===== src/rtl/cell_comm_packet_arbiter_pkg.sv =====
// rtl/cell_comm_packet_arbiter_pkg.sv - shared state encoding, defaults and saturating increment
package cell_comm_pkg;

  typedef enum logic [1:0] {
    ST_IDLE = 2'd0,
    ST_PASS = 2'd1,
    ST_DROP = 2'd2
  } arb_state_e;

  localparam int CELL_COMM_MAX_PKT_WORDS = 16;
  localparam int CELL_COMM_SAT_W         = 64;

  // Increment the low w bits of v, holding at all-ones instead of wrapping.
  function automatic logic [CELL_COMM_SAT_W-1:0] sat_inc(
    input logic [CELL_COMM_SAT_W-1:0] v,
    input int unsigned                w
  );
    logic [CELL_COMM_SAT_W-1:0] mask;
    mask = (w >= 64) ? '1 : ((64'd1 << w) - 64'd1);
    return ((v & mask) == mask) ? v : (v + 64'd1);
  endfunction

endpackage


===== src/rtl/cell_comm_packet_arbiter_if.sv =====
// rtl/cell_comm_packet_arbiter_if.sv - per-source and merged TX streams of the packet arbiter
interface cell_comm_packet_arbiter_if #(
  parameter int NUM_BPMS   = 2,
  parameter int DATA_WIDTH = 32
) ();

  logic [NUM_BPMS-1:0]            srcTvalid;
  logic [NUM_BPMS-1:0]            srcTlast;
  logic [NUM_BPMS*DATA_WIDTH-1:0] srcTdata;
  logic [NUM_BPMS-1:0]            srcTready;
  logic [NUM_BPMS-1:0]            srcSuppress;
  logic                           txTvalid;
  logic                           txTlast;
  logic [DATA_WIDTH-1:0]          txTdata;
  logic                           txTready;

  // Arbiter side: consumes the sources, drives the link TX stream.
  modport slave (
    input  srcTvalid, srcTlast, srcTdata, srcSuppress, txTready,
    output srcTready, txTvalid, txTlast, txTdata
  );

  // Environment side: packet builders and link TX.
  modport master (
    output srcTvalid, srcTlast, srcTdata, srcSuppress, txTready,
    input  srcTready, txTvalid, txTlast, txTdata
  );

endinterface


===== src/rtl/cell_comm_packet_arbiter_rr_pick.sv =====
// rtl/cell_comm_packet_arbiter_rr_pick.sv - combinational round-robin picker starting after the last grant
module cell_comm_rr_pick #(
  parameter int N     = 2,
  parameter int IDX_W = 2
) (
  input  logic [N-1:0]     req_i,
  input  logic [IDX_W-1:0] last_grant_i,
  output logic [IDX_W-1:0] grant_o,
  output logic             any_req_o
);

  // Scan distances 1..N from the last grant; distance N wraps back to the last grant itself.
  always_comb begin
    logic found;
    found   = 1'b0;
    grant_o = last_grant_i;
    for (int k = 1; k <= N; k++) begin
      for (int j = 0; j < N; j++) begin
        if (!found && req_i[j] &&
            (((int'(last_grant_i) + k) % N) == j)) begin
          grant_o = IDX_W'(j);
          found   = 1'b1;
        end
      end
    end
  end

  assign any_req_o = |req_i;

endmodule


===== src/rtl/cell_comm_packet_arbiter.sv =====
// rtl/cell_comm_packet_arbiter.sv - packet-mode round-robin merge of per-BPM streams onto one link TX
// Per-source packet counters exist only when CELL_COMM_ARB_STATS_EN is defined.
module cell_comm_packet_arbiter
  import cell_comm_pkg::*;
#(
  parameter int NUM_BPMS      = 2,
  parameter int DATA_WIDTH    = 32,
  parameter int MAX_PKT_WORDS = CELL_COMM_MAX_PKT_WORDS,
  parameter int CNT_WIDTH     = 16
) (
  input  logic                            axisUserClk,
  input  logic                            axisUserReset,
  input  logic                            channelUp,
  cell_comm_packet_arbiter_if.slave       axis,
  output logic [$clog2(NUM_BPMS):0]       grantIdx,
  output logic                            busy,
  output logic [CNT_WIDTH-1:0]            dropCount,
  output logic [CNT_WIDTH-1:0]            truncCount,
  output logic [NUM_BPMS*CNT_WIDTH-1:0]   pktCount
);

  localparam int IDX_W = $clog2(NUM_BPMS) + 1;
  localparam int WC_W  = $clog2(MAX_PKT_WORDS) + 1;

  arb_state_e            state_q;
  logic [IDX_W-1:0]      grant_q;
  logic [WC_W-1:0]       word_cnt_q;
  logic [CNT_WIDTH-1:0]  drop_cnt_q;
  logic [CNT_WIDTH-1:0]  trunc_cnt_q;

  logic [NUM_BPMS-1:0]   req;
  logic [IDX_W-1:0]      pick_grant;
  logic                  any_req;
  logic                  sel_valid;
  logic                  sel_last;
  logic [DATA_WIDTH-1:0] sel_data;
  logic [NUM_BPMS-1:0]   sel_onehot;
  logic                  forced_last;
  logic                  tx_hs;

  function automatic logic [CNT_WIDTH-1:0] cnt_inc(input logic [CNT_WIDTH-1:0] v);
    logic [CELL_COMM_SAT_W-1:0] ext;
    ext                = '0;
    ext[CNT_WIDTH-1:0] = v;
    ext                = sat_inc(ext, CNT_WIDTH);
    return ext[CNT_WIDTH-1:0];
  endfunction

  assign req = axis.srcTvalid & ~axis.srcSuppress;

  cell_comm_rr_pick #(
    .N     (NUM_BPMS),
    .IDX_W (IDX_W)
  ) u_pick (
    .req_i        (req),
    .last_grant_i (grant_q),
    .grant_o      (pick_grant),
    .any_req_o    (any_req)
  );

  always_comb begin
    sel_valid  = 1'b0;
    sel_last   = 1'b0;
    sel_data   = '0;
    sel_onehot = '0;
    for (int i = 0; i < NUM_BPMS; i++) begin
      if (grant_q == IDX_W'(i)) begin
        sel_valid     = axis.srcTvalid[i];
        sel_last      = axis.srcTlast[i];
        sel_data      = axis.srcTdata[i*DATA_WIDTH +: DATA_WIDTH];
        sel_onehot[i] = 1'b1;
      end
    end
  end

  assign forced_last = (word_cnt_q == WC_W'(MAX_PKT_WORDS - 1));
  assign tx_hs       = (state_q == ST_PASS) && sel_valid && axis.txTready;

  // Only the granted source ever sees ready; outside PASS the link side stays idle.
  always_comb begin
    axis.txTvalid  = 1'b0;
    axis.txTlast   = 1'b0;
    axis.txTdata   = '0;
    axis.srcTready = '0;
    case (state_q)
      ST_PASS: begin
        axis.txTvalid  = sel_valid;
        axis.txTlast   = sel_last | forced_last;
        axis.txTdata   = sel_data;
        axis.srcTready = sel_onehot & {NUM_BPMS{axis.txTready}};
      end
      ST_DROP: begin
        axis.srcTready = sel_onehot;
      end
      default: ;
    endcase
  end

  always_ff @(posedge axisUserClk) begin
    if (axisUserReset) begin
      state_q     <= ST_IDLE;
      grant_q     <= IDX_W'(NUM_BPMS - 1);
      word_cnt_q  <= '0;
      drop_cnt_q  <= '0;
      trunc_cnt_q <= '0;
    end else begin
      case (state_q)
        ST_IDLE: begin
          if (any_req) begin
            grant_q    <= pick_grant;
            word_cnt_q <= '0;
            if (channelUp) begin
              state_q <= ST_PASS;
            end else begin
              state_q    <= ST_DROP;
              drop_cnt_q <= cnt_inc(drop_cnt_q);
            end
          end
        end
        ST_PASS: begin
          // A genuine tlast wins over both truncation and a falling link.
          if (tx_hs) begin
            word_cnt_q <= word_cnt_q + 1'b1;
            if (sel_last) begin
              state_q <= ST_IDLE;
            end else if (forced_last) begin
              state_q     <= ST_DROP;
              trunc_cnt_q <= cnt_inc(trunc_cnt_q);
            end else if (!channelUp) begin
              state_q    <= ST_DROP;
              drop_cnt_q <= cnt_inc(drop_cnt_q);
            end
          end else if (!channelUp) begin
            state_q    <= ST_DROP;
            drop_cnt_q <= cnt_inc(drop_cnt_q);
          end
        end
        ST_DROP: begin
          if (sel_valid && sel_last) begin
            state_q <= ST_IDLE;
          end
        end
        default: state_q <= ST_IDLE;
      endcase
    end
  end

  assign busy       = (state_q != ST_IDLE);
  assign grantIdx   = grant_q;
  assign dropCount  = drop_cnt_q;
  assign truncCount = trunc_cnt_q;

`ifdef CELL_COMM_ARB_STATS_EN
  logic                 pkt_done;
  logic [CNT_WIDTH-1:0] pkt_cnt_q [NUM_BPMS];

  assign pkt_done = tx_hs && sel_last;

  always_ff @(posedge axisUserClk) begin
    if (axisUserReset) begin
      for (int i = 0; i < NUM_BPMS; i++) pkt_cnt_q[i] <= '0;
    end else if (pkt_done) begin
      for (int i = 0; i < NUM_BPMS; i++) begin
        if (sel_onehot[i]) pkt_cnt_q[i] <= cnt_inc(pkt_cnt_q[i]);
      end
    end
  end

  always_comb begin
    pktCount = '0;
    for (int i = 0; i < NUM_BPMS; i++) pktCount[i*CNT_WIDTH +: CNT_WIDTH] = pkt_cnt_q[i];
  end
`else
  assign pktCount = '0;
`endif

endmodule

===== src/flat_wrapper.sv =====
// flat-port wrapper written by rule: the top's interface ports become plain ports
module cell_comm_packet_arbiter_flat import cell_comm_pkg::*;
#(
  parameter int NUM_BPMS      = 2,
  parameter int DATA_WIDTH    = 32,
  parameter int MAX_PKT_WORDS = CELL_COMM_MAX_PKT_WORDS,
  parameter int CNT_WIDTH     = 16
)
  (axisUserClk, axisUserReset, channelUp, grantIdx, busy, dropCount, truncCount, pktCount, axis_srcTvalid, axis_srcTlast, axis_srcTdata, axis_srcSuppress, axis_txTready, axis_srcTready, axis_txTvalid, axis_txTlast, axis_txTdata);
  cell_comm_packet_arbiter_if #(.NUM_BPMS(NUM_BPMS), .DATA_WIDTH(DATA_WIDTH)) axis_i ();
  input  logic axisUserClk;
  input  logic axisUserReset;
  input  logic channelUp;
  output logic [$clog2(NUM_BPMS):0] grantIdx;
  output logic busy;
  output logic [CNT_WIDTH-1:0] dropCount;
  output logic [CNT_WIDTH-1:0] truncCount;
  output logic [NUM_BPMS*CNT_WIDTH-1:0] pktCount;
  input wire logic [$bits(axis_i.srcTvalid)-1:0] axis_srcTvalid;
  input wire logic [$bits(axis_i.srcTlast)-1:0] axis_srcTlast;
  input wire logic [$bits(axis_i.srcTdata)-1:0] axis_srcTdata;
  input wire logic [$bits(axis_i.srcSuppress)-1:0] axis_srcSuppress;
  input wire logic [$bits(axis_i.txTready)-1:0] axis_txTready;
  output wire logic [$bits(axis_i.srcTready)-1:0] axis_srcTready;
  output wire logic [$bits(axis_i.txTvalid)-1:0] axis_txTvalid;
  output wire logic [$bits(axis_i.txTlast)-1:0] axis_txTlast;
  output wire logic [$bits(axis_i.txTdata)-1:0] axis_txTdata;
  assign axis_i.srcTvalid = axis_srcTvalid;
  assign axis_i.srcTlast = axis_srcTlast;
  assign axis_i.srcTdata = axis_srcTdata;
  assign axis_i.srcSuppress = axis_srcSuppress;
  assign axis_i.txTready = axis_txTready;
  assign axis_srcTready = axis_i.srcTready;
  assign axis_txTvalid = axis_i.txTvalid;
  assign axis_txTlast = axis_i.txTlast;
  assign axis_txTdata = axis_i.txTdata;
  cell_comm_packet_arbiter #(.NUM_BPMS(NUM_BPMS), .DATA_WIDTH(DATA_WIDTH), .MAX_PKT_WORDS(MAX_PKT_WORDS), .CNT_WIDTH(CNT_WIDTH)) u_core (.axisUserClk(axisUserClk), .axisUserReset(axisUserReset), .channelUp(channelUp), .axis(axis_i), .grantIdx(grantIdx), .busy(busy), .dropCount(dropCount), .truncCount(truncCount), .pktCount(pktCount));
endmodule

===== config.mk =====
export PLATFORM = sky130hd
export DESIGN_NAME = cell_comm_packet_arbiter_flat
export DESIGN_NICKNAME = d
export VERILOG_FILES = /design/src/rtl/cell_comm_packet_arbiter_pkg.sv /design/src/rtl/cell_comm_packet_arbiter_if.sv /design/src/rtl/cell_comm_packet_arbiter_rr_pick.sv /design/src/rtl/cell_comm_packet_arbiter.sv /design/src/flat_wrapper.sv
export SDC_FILE = /design/constraint.sdc
export NUM_CORES = 1
export LEC_CHECK = 0
export BUFFER_PORTS_ARGS = -buffer_cell sky130_fd_sc_hd__buf_2
export CELL_PAD_IN_SITES_DETAIL_PLACEMENT = 1
export CELL_PAD_IN_SITES_GLOBAL_PLACEMENT = 2
export CORE_ASPECT_RATIO = 0.7
export CORE_MARGIN = 3
export CORE_UTILIZATION = 25
export CTS_CLUSTER_DIAMETER = 30
export CTS_CLUSTER_SIZE = 30
export DETAILED_ROUTE_END_ITERATION = 8
export PLACE_DENSITY_LB_ADDON = 0.2
export SLEW_MARGIN = 25
export SYNTH_ARGS = -nofsm -noshare
export SYNTH_HDL_FRONTEND = slang
export SYNTH_SLANG_ARGS = --single-unit

===== constraint.sdc =====
create_clock -name axisUserClk -period 4.05 [get_ports axisUserClk]
set_clock_uncertainty 0.2 [all_clocks]
set_input_delay 0.405 -clock axisUserClk [delete_from_list [all_inputs] [get_ports axisUserClk]]
set_output_delay 0.405 -clock axisUserClk [all_outputs]
set_load 0.05 [all_outputs]

== After elaboration in Yosys (flattened, before gate mapping) ==
Cells that the tools add are included.

* Flip-flop bits (word level): 41
* Bits in latches: 0
* RAM bits: 0
* Bits in read-only memories: 0
* Input port bits: 74
* Output and inout port bits: 103
* Logic and storage cells: 94
* Memories kept: 0

* $add $sub $neg: 5
* $mul: 0
* Div/mod/pow operators: 0
* Magnitude comparators: 0
* Equality and inequality tests: 13
* Shifts and indexed selects: 0
* Multiplexer cells: 37
* Bitwise operators: 8
* Reduce and logical (&&, ||, !) cells: 26

{| class="wikitable"
|+ Operator list
! cell !! number
|-
| 2-to-1 mux 16 bit || 6
|-
| 2-to-1 mux 32 bit || 3
|-
| zero test 32 bit || 2
|-
| adder 16 x 1 -> 16 bit, second input constant || 2
|-
| == test 16 bit, second input constant || 2
|-
| case mux 16 bit (2 select lines) || 1
|-
| 2-to-1 mux 2 bit || 11
|-
| 2-to-1 mux 1 bit || 11
|-
| logical AND 1 bit || 10
|-
| 2-to-1 mux 5 bit || 2
|-
| case mux 5 bit (2 select lines) || 1
|-
| == test 2 bit, second input constant || 3
|-
| != test 2 x 1 -> 1 bit, second input constant || 3
|-
| != test 3 bit, second input constant || 2
|-
| case mux 2 bit (3 select lines) || 1
|-
| AND reduction 3 bit || 2
|-
| adder 5 x 1 -> 5 bit, second input constant || 1
|-
| == test 5 x 4 -> 1 bit, second input constant || 1
|-
| AND reduction 5 bit || 1
|-
| bitwise AND 2 bit || 2
|-
| == test 2 x 1 -> 1 bit, second input constant || 2
|-
| zero test 2 bit || 2
|-
| case mux 2 bit (2 select lines) || 1
|-
| AND reduction 4 bit || 1
|-
| other kinds (10) || 16
|}

== Longest topological paths before layout ==
Gate-level depths: netlist (run 1).

* Word-level depth: 18
* Gate-level depth with buffers: 9

== Modules after synthesis ==
Synthesis (run 1) repeated with hierarchy kept, for this count alone.

* Cell total of the unflattened synthesis: 378
* Area, all modules: 3065.4 um^2

{| class="wikitable"
|+ By module, submodules not included
! module !! times used !! cells each !! area each (um^2)
|-
| cell_comm_packet_arbiter || 1 || 373 || 3032.9
|-
| cell_comm_rr_pick || 1 || 5 || 32.5
|}

== Worst setup path before layout (run 1) ==
No wires, ideal clock.

* Path kind: register -> output
* From: register u_core.grant_q[0] (netlist: u_core.grantIdx[0])
* To: output port axis_txTdata[10]
* Arrival time: 2.239 ns
* Required time: 3.445 ns
* Slack: 1.206 ns
* Stages on the path, launching flop included: 5
* Buffers on the path: 2
* Path through: dfxtp_1 -> buf_6 -> buf_1 -> mux2i_1 -> nor2b_1

* Word-level cells in the longest chain between the ends: 4
* Elaborated cells between the ends (all ways): 5
* Those cells by class: 1 x eq/ne; 3 x mux; 1 x reduce/logical

{| class="wikitable"
|+ Ends and longest elaborated chain
! item !! RTL line !! RTL
|-
| start: declaration || cell_comm_packet_arbiter.sv:26 || <nowiki>logic [IDX_W-1:0] grant_q;</nowiki>
|-
| start signal: assignment || cell_comm_packet_arbiter.sv:102 || <nowiki>grant_q <= IDX_W'(NUM_BPMS - 1);</nowiki>
|-
| start signal: assignment || cell_comm_packet_arbiter.sv:110 || <nowiki>grant_q <= pick_grant;</nowiki>
|-
| zero test 2 bit || cell_comm_packet_arbiter.sv:67 || <nowiki>if (grant_q == IDX_W'(i)) begin</nowiki>
|-
| 2-to-1 mux 32 bit || cell_comm_packet_arbiter.sv:67 ||
|-
| 2-to-1 mux 32 bit (*) || cell_comm_packet_arbiter.sv:67 ||
|-
| 2-to-1 mux 32 bit (*) || cell_comm_packet_arbiter.sv:85 || <nowiki>case (state_q)</nowiki>
|-
| end: declaration || flat_wrapper.sv:27 || <nowiki>output wire logic [$bits(axis_i.txTdata)-1:0] axis_txTdata;</nowiki>
|}

Every way passes the cells marked *; elsewhere a longest branch is shown, timed or not.

== Final worst setup path (run 1) ==
* From: register u_core.state_q[1]
* To: register u_core.drop_cnt_q[5] (netlist: u_core.dropCount[5])

* Word-level cells in the longest chain between the ends: 5
* Elaborated cells between the ends (all ways): 11
* Those cells by class: 4 x eq/ne; 2 x mux; 5 x reduce/logical

{| class="wikitable"
|+ Ends and longest elaborated chain
! item !! RTL line !! RTL
|-
| start: declaration || cell_comm_packet_arbiter.sv:25 || <nowiki>arb_state_e state_q;</nowiki>
|-
| start signal: assignment || cell_comm_packet_arbiter.sv:101 || <nowiki>state_q <= ST_IDLE;</nowiki>
|-
| start signal: assignment || cell_comm_packet_arbiter.sv:113 || <nowiki>state_q <= ST_PASS;</nowiki>
|-
| start signal: assignment || cell_comm_packet_arbiter.sv:115 || <nowiki>state_q <= ST_DROP;</nowiki>
|-
| == test 2 x 1 -> 1 bit || cell_comm_packet_arbiter.sv:77, cell_comm_packet_arbiter.sv:107 ||
|-
| logical AND 1 bit (2 in series) || cell_comm_packet_arbiter.sv:77 || <nowiki>assign tx_hs = (state_q == ST_PASS) && sel_valid && axis.txTready;</nowiki>
|-
| != test 3 bit (no line) or 2-to-1 mux 16 bit (tied branches) || -- ||
|-
| AND reduction 4 bit (no line) or case mux 16 bit (2 select lines) (tied branches) || -- ||
|-
| end signal: assignment || cell_comm_packet_arbiter.sv:116 || <nowiki>drop_cnt_q <= cnt_inc(drop_cnt_q);</nowiki>
|-
| end signal: assignment || cell_comm_packet_arbiter.sv:131 || <nowiki>drop_cnt_q <= cnt_inc(drop_cnt_q);</nowiki>
|-
| end signal: assignment || cell_comm_packet_arbiter.sv:135 || <nowiki>drop_cnt_q <= cnt_inc(drop_cnt_q);</nowiki>
|-
| end: declaration || cell_comm_packet_arbiter.sv:28 || <nowiki>logic [CNT_WIDTH-1:0] drop_cnt_q;</nowiki>
|}

Parallel ways exist; a longest one is shown, timed or not.
A chain may end at the register's enable or synchronous reset.

==> metrics.yaml, run 1 <==
floorplan:
  core_um2: 11810
  io_pins: 177
  die_y_um: 98.27
  initial_core_util_pct: 25.75
  die_x_um: 137.8
  die_area_um2: 13540
  rows: 33
sta:
  setup_viol: 0
  period_share_pct: 69.45
  max_freq_mhz: 355.5
  worstMarginPinSlew_ns: 0.7027
  relSlewSlack_pct: 52.75
  rsz0062_at_grt: "false"
  final-hold-violation-count: 0
  slew_violations: 0
  fin_tns_setup_ns: 0
  fin_crit_ns: 2.813
  worst_slack_ns: 1.237
cts:
  cts_hold_buf: 0
  cts_resized: 0
  htreeDepth: 2
  clockBufferDepth: 2
  numCtsBuffers: 5
  cts_tree: "yes"
  clock-root-buffer: "clkbuf_16"
  clk_pin_slew_ns: 0.06
  insertion_delay_ns: 0.28
  post-cts-setup-buffers: 0
  clock-sinks: 40
setup_path:
  cp_num_buf_inv: 1
  rr_worst_depth: 7
  max_stage_delay_ns: 0.54
  arrival_ns: 2.82
  worstSetupPathType: "reg2reg"
  cp.depth: 7
  cp_cell_sequence: "inv_1 > ha_1 > nor2_1 > a311oi_4 > nand3_4 > or4_1 > a21oi_1"
  slowest_stage: "ha_1"
  critical-path-top-delay-family: "simple AND/OR/NAND/NOR gates"
  crit_path_end_kind: "register"
  cp.required_ns: 4.06
  crit_path_start_kind: "register"
  path_max_fanout: 19
route:
  route.detailed.drc: 0
  wirelength_mm: 9.945
  viasPerCell: 4.482
  first_iter_violations: 142
  ant_nets: 0
  post_drt_wl_per_cell_um: 15.23
  dr.pass1.iters: 4
  vias: 2927
placement:
  port_buffers: 143
  globalplace.congestion: 0.7569
  dp_worst_setup_slack_ns: 1.274
  dp_hpwl_mm: 8.020
cells_and_area:
  nets: 576
  syn_to_final_growth_pct: 28.68
  nFillCells: 1489
  regArea_um2: 802.0
  final_common_cell: "buf_2"
  multi_input_area_um2: 1988
  drive_gt1_share_pct: 33.67
  final_cell_mix: "143 x buf_2, 39 x dfxtp_1, 35 x mux2i_1"
  antenna_cells: 0
pwr:
  seq_power_share_pct: 32.8
  peakVddDrop_mv: 0.1308
  switchingPower_w: 0.0004993
  combPwrFrac_pct: 35.4
  cellLeakagePower_nw: 2.016
  power.density_nw_per_um2: 327.0
  internal_power_w: 0.0007801
  swShare_pct: 39.03
  share_clk_of_total_power_pct: 31.8
synthesis:
  synth.distinct_cells: 47
  yosysSeqAreaShare_pct: 26.34
  syn_inst: 358
  synth_area_um2: 3040
  syn-mean-instance-area_um2: 8.493
  yosys_register_bits: 40
  yosysWarnings: 0
flow_run:
  drv_cap: 0
global_route:
  overflow: 0
  grt_max_degree: 36
  track_usage_pct: 14.16
  grt_pass1_wl_mm: 15.32
  antenna_found_initial: 0
  grt_pass1_vias: 2849
worst_hold_path:
  hold_depth: 2
  hp-class: "reg2reg"
status:
  outcome: "completed"
==> metrics by stage <==
step                      hold slack, ns  utilization, %  instance area [µm²]  total power (W)  instances
final                             0.3013           33.13                 3913         0.001279        653
after floorplan                   0.2667               -                 3161        0.0008027        390
after global placement            0.2755           31.89                 3766        0.0008787        645
after CTS                         0.3026           33.13                 3913         0.001303        653
after global routing              0.3320           33.13                 3913         0.001345        653
after detailed placement          0.2946           31.89                 3766        0.0008845        645
==> registers in the layout, summed over array words and instances, names as in the netlist <==
signal and count:
u_core.grantIdx 1, u_core.dropCount 16, u_core.word_cnt_q 5, u_core.truncCount 16, u_core.state_q 2
==> final timing paths <==
path,from,to,slack (ns)
worst max register to register,u_core.state_q[1]$_SDFFE_PP0P_,u_core.dropCount[5]$_SDFFE_PP0P_,1.24
worst min register to register,u_core.dropCount[6]$_SDFFE_PP0P_,u_core.dropCount[6]$_SDFFE_PP0P_,0.30
worst min-delay path,u_core.dropCount[6]$_SDFFE_PP0P_,u_core.dropCount[6]$_SDFFE_PP0P_,0.30
worst max-delay path,u_core.state_q[1]$_SDFFE_PP0P_,u_core.dropCount[5]$_SDFFE_PP0P_,1.24
==> synth_stat cells (all sizes together) <==
| library cell | count | area [µm²] |
|---|---|---|
| dfxtp | 40 | 800.8 |
| buf | 39 | 292.8 |
| mux2i | 35 | 350.3 |
| nor2 | 33 | 123.9 |
| nor2b | 32 | 200.2 |
| nand3 | 18 | 102.6 |
| xor2 | 14 | 122.6 |
| inv | 13 | 48.80 |
| a21oi | 12 | 60.06 |
| o21ai | 12 | 60.06 |
| nand4 | 11 | 75.07 |
| nand2 | 10 | 37.54 |
| or3 | 9 | 56.30 |
| and3 | 8 | 50.05 |
| clkbuf | 8 | 30.03 |
| xnor2 | 8 | 70.07 |
| ha | 7 | 87.58 |
| o31ai | 6 | 45.04 |
| or4 | 6 | 48.80 |
| nor4 | 5 | 88.83 |
| and2 | 3 | 18.77 |
| nand2b | 3 | 18.77 |
| nor3 | 3 | 15.01 |
| o211ai | 3 | 27.52 |
| and4 | 2 | 17.52 |
| mux2 | 2 | 30.03 |
| nor4b | 2 | 38.78 |
| o2111ai | 2 | 17.52 |
| o22ai | 2 | 12.51 |
| a211oi | 1 | 7.510 |
| a21o | 1 | 7.510 |
| a221oi | 1 | 8.760 |
| a311oi | 1 | 26.28 |
| a31o | 1 | 8.760 |
| a31oi | 1 | 6.260 |
| conb | 1 | 3.750 |
| nand3b | 1 | 7.510 |
| o21a | 1 | 7.510 |
| o311ai | 1 | 8.760 |
==> power by group through the flow <==
| stage | logic, W | clock network [W] | registers, W |
|---|---|---|---|
| 3_3_place_gp | 0.000451 | 0 | 0.000428 |
| 4_1_cts | 0.000457 | 0.000426 | 0.000420 |
| 5_1_grt | 0.000485 | 0.000437 | 0.000422 |
| 6_report | 0.000453 | 0.000406 | 0.000420 |
| 2_1_floorplan | 0.000367 | 0 | 0.000436 |
| 3_5_place_dp | 0.000455 | 0 | 0.000429 |
==> layout make-up <==
type,count,share of cell area [%]
multi-input cells,290,50.82
flip-flops and latches,40,20.50
repair buffers,145,18.68
well taps,157,5.021
clock buffers,8,3.742
inverters,13,1.247
==> worst reg2reg max path, delay by kind of cell, from the launching register on <==
family	cells	cell delay [ns]
AND/OR/NAND/NOR	3	0.98
buffers and inverters	1	0.10
flip-flops	1	0.31
AO/OA/AOI/OAI	2	0.60
adder cells (fa/ha/maj)	1	0.54
==> cell families (layout without fill, tap and decap cells) <==
group,Yosys count,count (layout),synth area share [%]
xor gates and xnor gates,22,22,6.338
muxes,37,37,12.51
other,1,33,0.1233
adders and majority gates,7,7,2.881
DFF,40,40,26.34
and+or+nand+nor,146,146,29.59
AOI/OAI and AO/OA,45,45,10.00
buffers and inverters,60,166,12.22
==> per-layer routing <==
layer	routed length [µm]	track usage (%)	share of wire, %
met5	0	0	0
met4	57	2.278	0.57
met3	341	2.626	3.4
met2	4892	23.76	49
met1	4654	19.25	47
Power figures use the tool's default switching activity.
==> run 2, diff against run 1 <==
Settings changed: ABC_AREA set to 1, CORE_UTILIZATION 25 to 21.
Clock period 4.05 ns to 2.7 ns, I/O delays scaled along.
==> metrics.yaml, run 2 <==
status:
  outcome: "completed"
synthesis:
  syn-mean-instance-area_um2: 6.065  # -29%
  syn_inst: 530  # +48%
  yosys_register_bits: 40  # unchanged
  ys.flop_type: "dfxtp_1"
  synth.distinct_cells: 32  # -32%
  yosysMostFrequentCell: "nand2_1"
  synth_top_area_cell: "dfxtp_1"
  yosys-top-cells-count: "116 x nand2_1, 106 x nor2_1, 46 x o21ai_0, 40 x dfxtp_1, 39 x inv_1"
  synth_top_area_share_pct: 24.91  # -1.4 points
  yosysSeqAreaShare_pct: 24.91  # -1.4 points
  synthTopCellsByArea: "dfxtp_1 25%, nand2_1 14%, nor2_1 12%"
  synth_area_um2: 3214  # +5.7%
  synth_enable_flop_cells: 0  # unchanged
  async_reset_ff_share_pct: 0  # unchanged
  yosysWarnings: 0  # unchanged
cts:
  clk_pin_slew_ns: 0.06  # about the same
  cts_hold_buf: 0  # unchanged
  htreeDepth: 2  # unchanged
  clockBufferDepth: 2  # unchanged
  post-cts-setup-buffers: 0  # unchanged
  clock-sinks: 40  # unchanged
  cts_resized: 0  # unchanged
  cts_tree: "yes"
  numCtsBuffers: 5  # unchanged
  clock-root-buffer: "clkbuf_16"
  insertion_delay_ns: 0.29  # about the same
pwr:
  cellLeakagePower_nw: 1.939  # -3.8%
  power.density_nw_per_um2: 557.5  # +70%
  peakVddDrop_mv: 0.1928  # +47%
floorplan:
  rows: 37  # +12%
  die_area_um2: 16850  # +24%
  die_x_um: 153.9  # +12%
  die_y_um: 109.5  # +11%
  io_pins: 177  # unchanged
  initial_core_util_pct: 21.70  # -4.0 points
  core_um2: 14810  # +25%
setup_path:
  worstSetupPathType: "reg2reg"
  crit_path_start_kind: "register"
  rrSetupSlack_ns: 0.40  # -0.84 ns
  crit_path_end_kind: "register"
  arrival_ns: 2.29  # -0.53 ns
  path_max_fanout: 17  # -2
  cp.required_ns: 2.69  # -1.37 ns
  rr_worst_depth: 9  # +2
route:
  wirelength_mm: 11.74  # +18%
  wl_met2_mm: 5.309  # +8.5%
  wl_met3_um: 508  # +49%
  vias: 3675  # +26%
  viasPerCell: 4.268  # -4.8%
  post_drt_wl_per_cell_um: 13.63  # -10%
  dr.pass1.iters: 4  # unchanged
  highest_layer: "met4"
  route.detailed.drc: 0  # unchanged
  first_iter_violations: 129  # -9.2%
  m1WireLength_mm: 5.791  # +24%
  ant_nets: 0  # unchanged
worst_hold_path:
  hp-class: "in2reg"
  hold_depth: 3  # +1
cells_and_area:
  drive_gt1_share_pct: 26.73  # -6.9 points
  final_util_pct: 27.83  # -5.3 points
  instances_no_fill: 861  # +32%
  fin_area_um2: 4123  # +5.4%
  final_common_cell: "buf_2"
  nets: 747  # +30%
  syn_to_final_growth_pct: 28.26
  antenna_cells: 0  # unchanged
  final_cell_mix: "143 x buf_2, 116 x nand2_1, 106 x nor2_1"
global_route:
  overflow: 0  # unchanged
  antenna_found_initial: 0  # unchanged
  grt_max_degree: 37  # +2.8%
  grt_pass1_vias: 3688  # +29%
  track_usage_pct: 13.68  # -0.48 points
  grt_pass1_wl_mm: 18.93  # +24%
placement:
  port_buffers: 143  # unchanged
  dp.cells: 854  # +32%
  detailed_place.area_um2: 3989  # +5.9%
  dp_hpwl_mm: 9.351  # +17%
  globalplace.congestion: 0.8210  # +8.5%
sta:
  fin_tns_setup_ns: 0  # unchanged
  final-hold-violation-count: 0  # unchanged
  setup_viol: 0  # unchanged
  rsz0062_at_grt: "false"
  worstMarginPinSlew_ns: 0.6721  # -0.03057 ns
  fin_crit_ns: 2.300  # -0.5129 ns
  slew_violations: 0  # unchanged
  relSlewSlack_pct: 55.19  # +2.4 points
  max_freq_mhz: 434.8  # +22%
  period_share_pct: 85.18  # +16 points
flow_run:
  drv_cap: 0  # unchanged
-- run 2: report_power, final --
| part | switching [W] | internal, W |
|---|---|---|
| registers | 0.0000330 | 0.000627 |
| clock network | 0.000259 | 0.000337 |
| logic | 0.000805 | 0.000238 |
| total | 0.00110 | 0.00120 |
-- run 2: area by class of cell --
type | count | area (µm²)
multi-input combinational | 425 | 2011
sequential | 40 | 800.8
fill | 1943 | 10690
inverter | 44 | 165.2
clock inverter | 1 | 5.005
tap | 195 | 244.0
timing repair buffer | 150 | 768.2
clock buffer | 6 | 128.9
-- run 2: path summary, 6_finish.rpt --
| path | startpoint | endpoint |
|---|---|---|
| max | u_core.dropCount[0]$_SDFFE_PP0P_ | u_core.dropCount[1]$_SDFFE_PP0P_ |
| min | channelUp | u_core.state_q[0]$_SDFFE_PP0P_ |
| max reg2reg | u_core.dropCount[0]$_SDFFE_PP0P_ | u_core.dropCount[1]$_SDFFE_PP0P_ |
| min reg2reg | u_core.word_cnt_q[4]$_SDFFE_PP0P_ | u_core.word_cnt_q[4]$_SDFFE_PP0P_ |
-- run 2: critical path: stages, from the launching register on --
cell and delay, ns:
dfxtp_1 0.44, ha_1 0.32, inv_2 0.07, nor2_4 0.15, nand2_2 0.08, or2_1 0.48
nand2_8 0.26, inv_2 0.05, nor2_1 0.09, nor2_1 0.05
-- run 2: cells by family (layout without fill, tap and decap cells) --
logic type / count (synthesis) / count (layout) / synth area share, %
buffers and inverters: 97 / 201 / 16.27
xor gates and xnor gates: 16 / 16 / 4.360
and+or+nand+nor: 283 / 283 / 36.86
other: 1 / 33 / 0.1167
AOI/OAI and AO/OA: 86 / 86 / 14.75
adders and majority gates: 7 / 7 / 2.725
DFF: 40 / 40 / 24.91
-- run 2: stage by stage --
stage          hold slack (ns)  setup WS, ns  total power (W)
3_3_place_gp            0.2576        0.4976         0.001721
4_1_cts                0.09834        0.3736         0.002332
5_1_grt                 0.1249        0.2064         0.002452
2_1_floorplan           0.2324        0.3248         0.001510
3_5_place_dp            0.2580        0.4030         0.001725
6_report               0.09927        0.4001         0.002298
-- run 2: per-layer routing --
layer	vias up	track usage, %
met4	0	2.457
met2	83	23.11
met1	1687	18.49
li1	1893	-
met5	-	0
met3	12	2.675
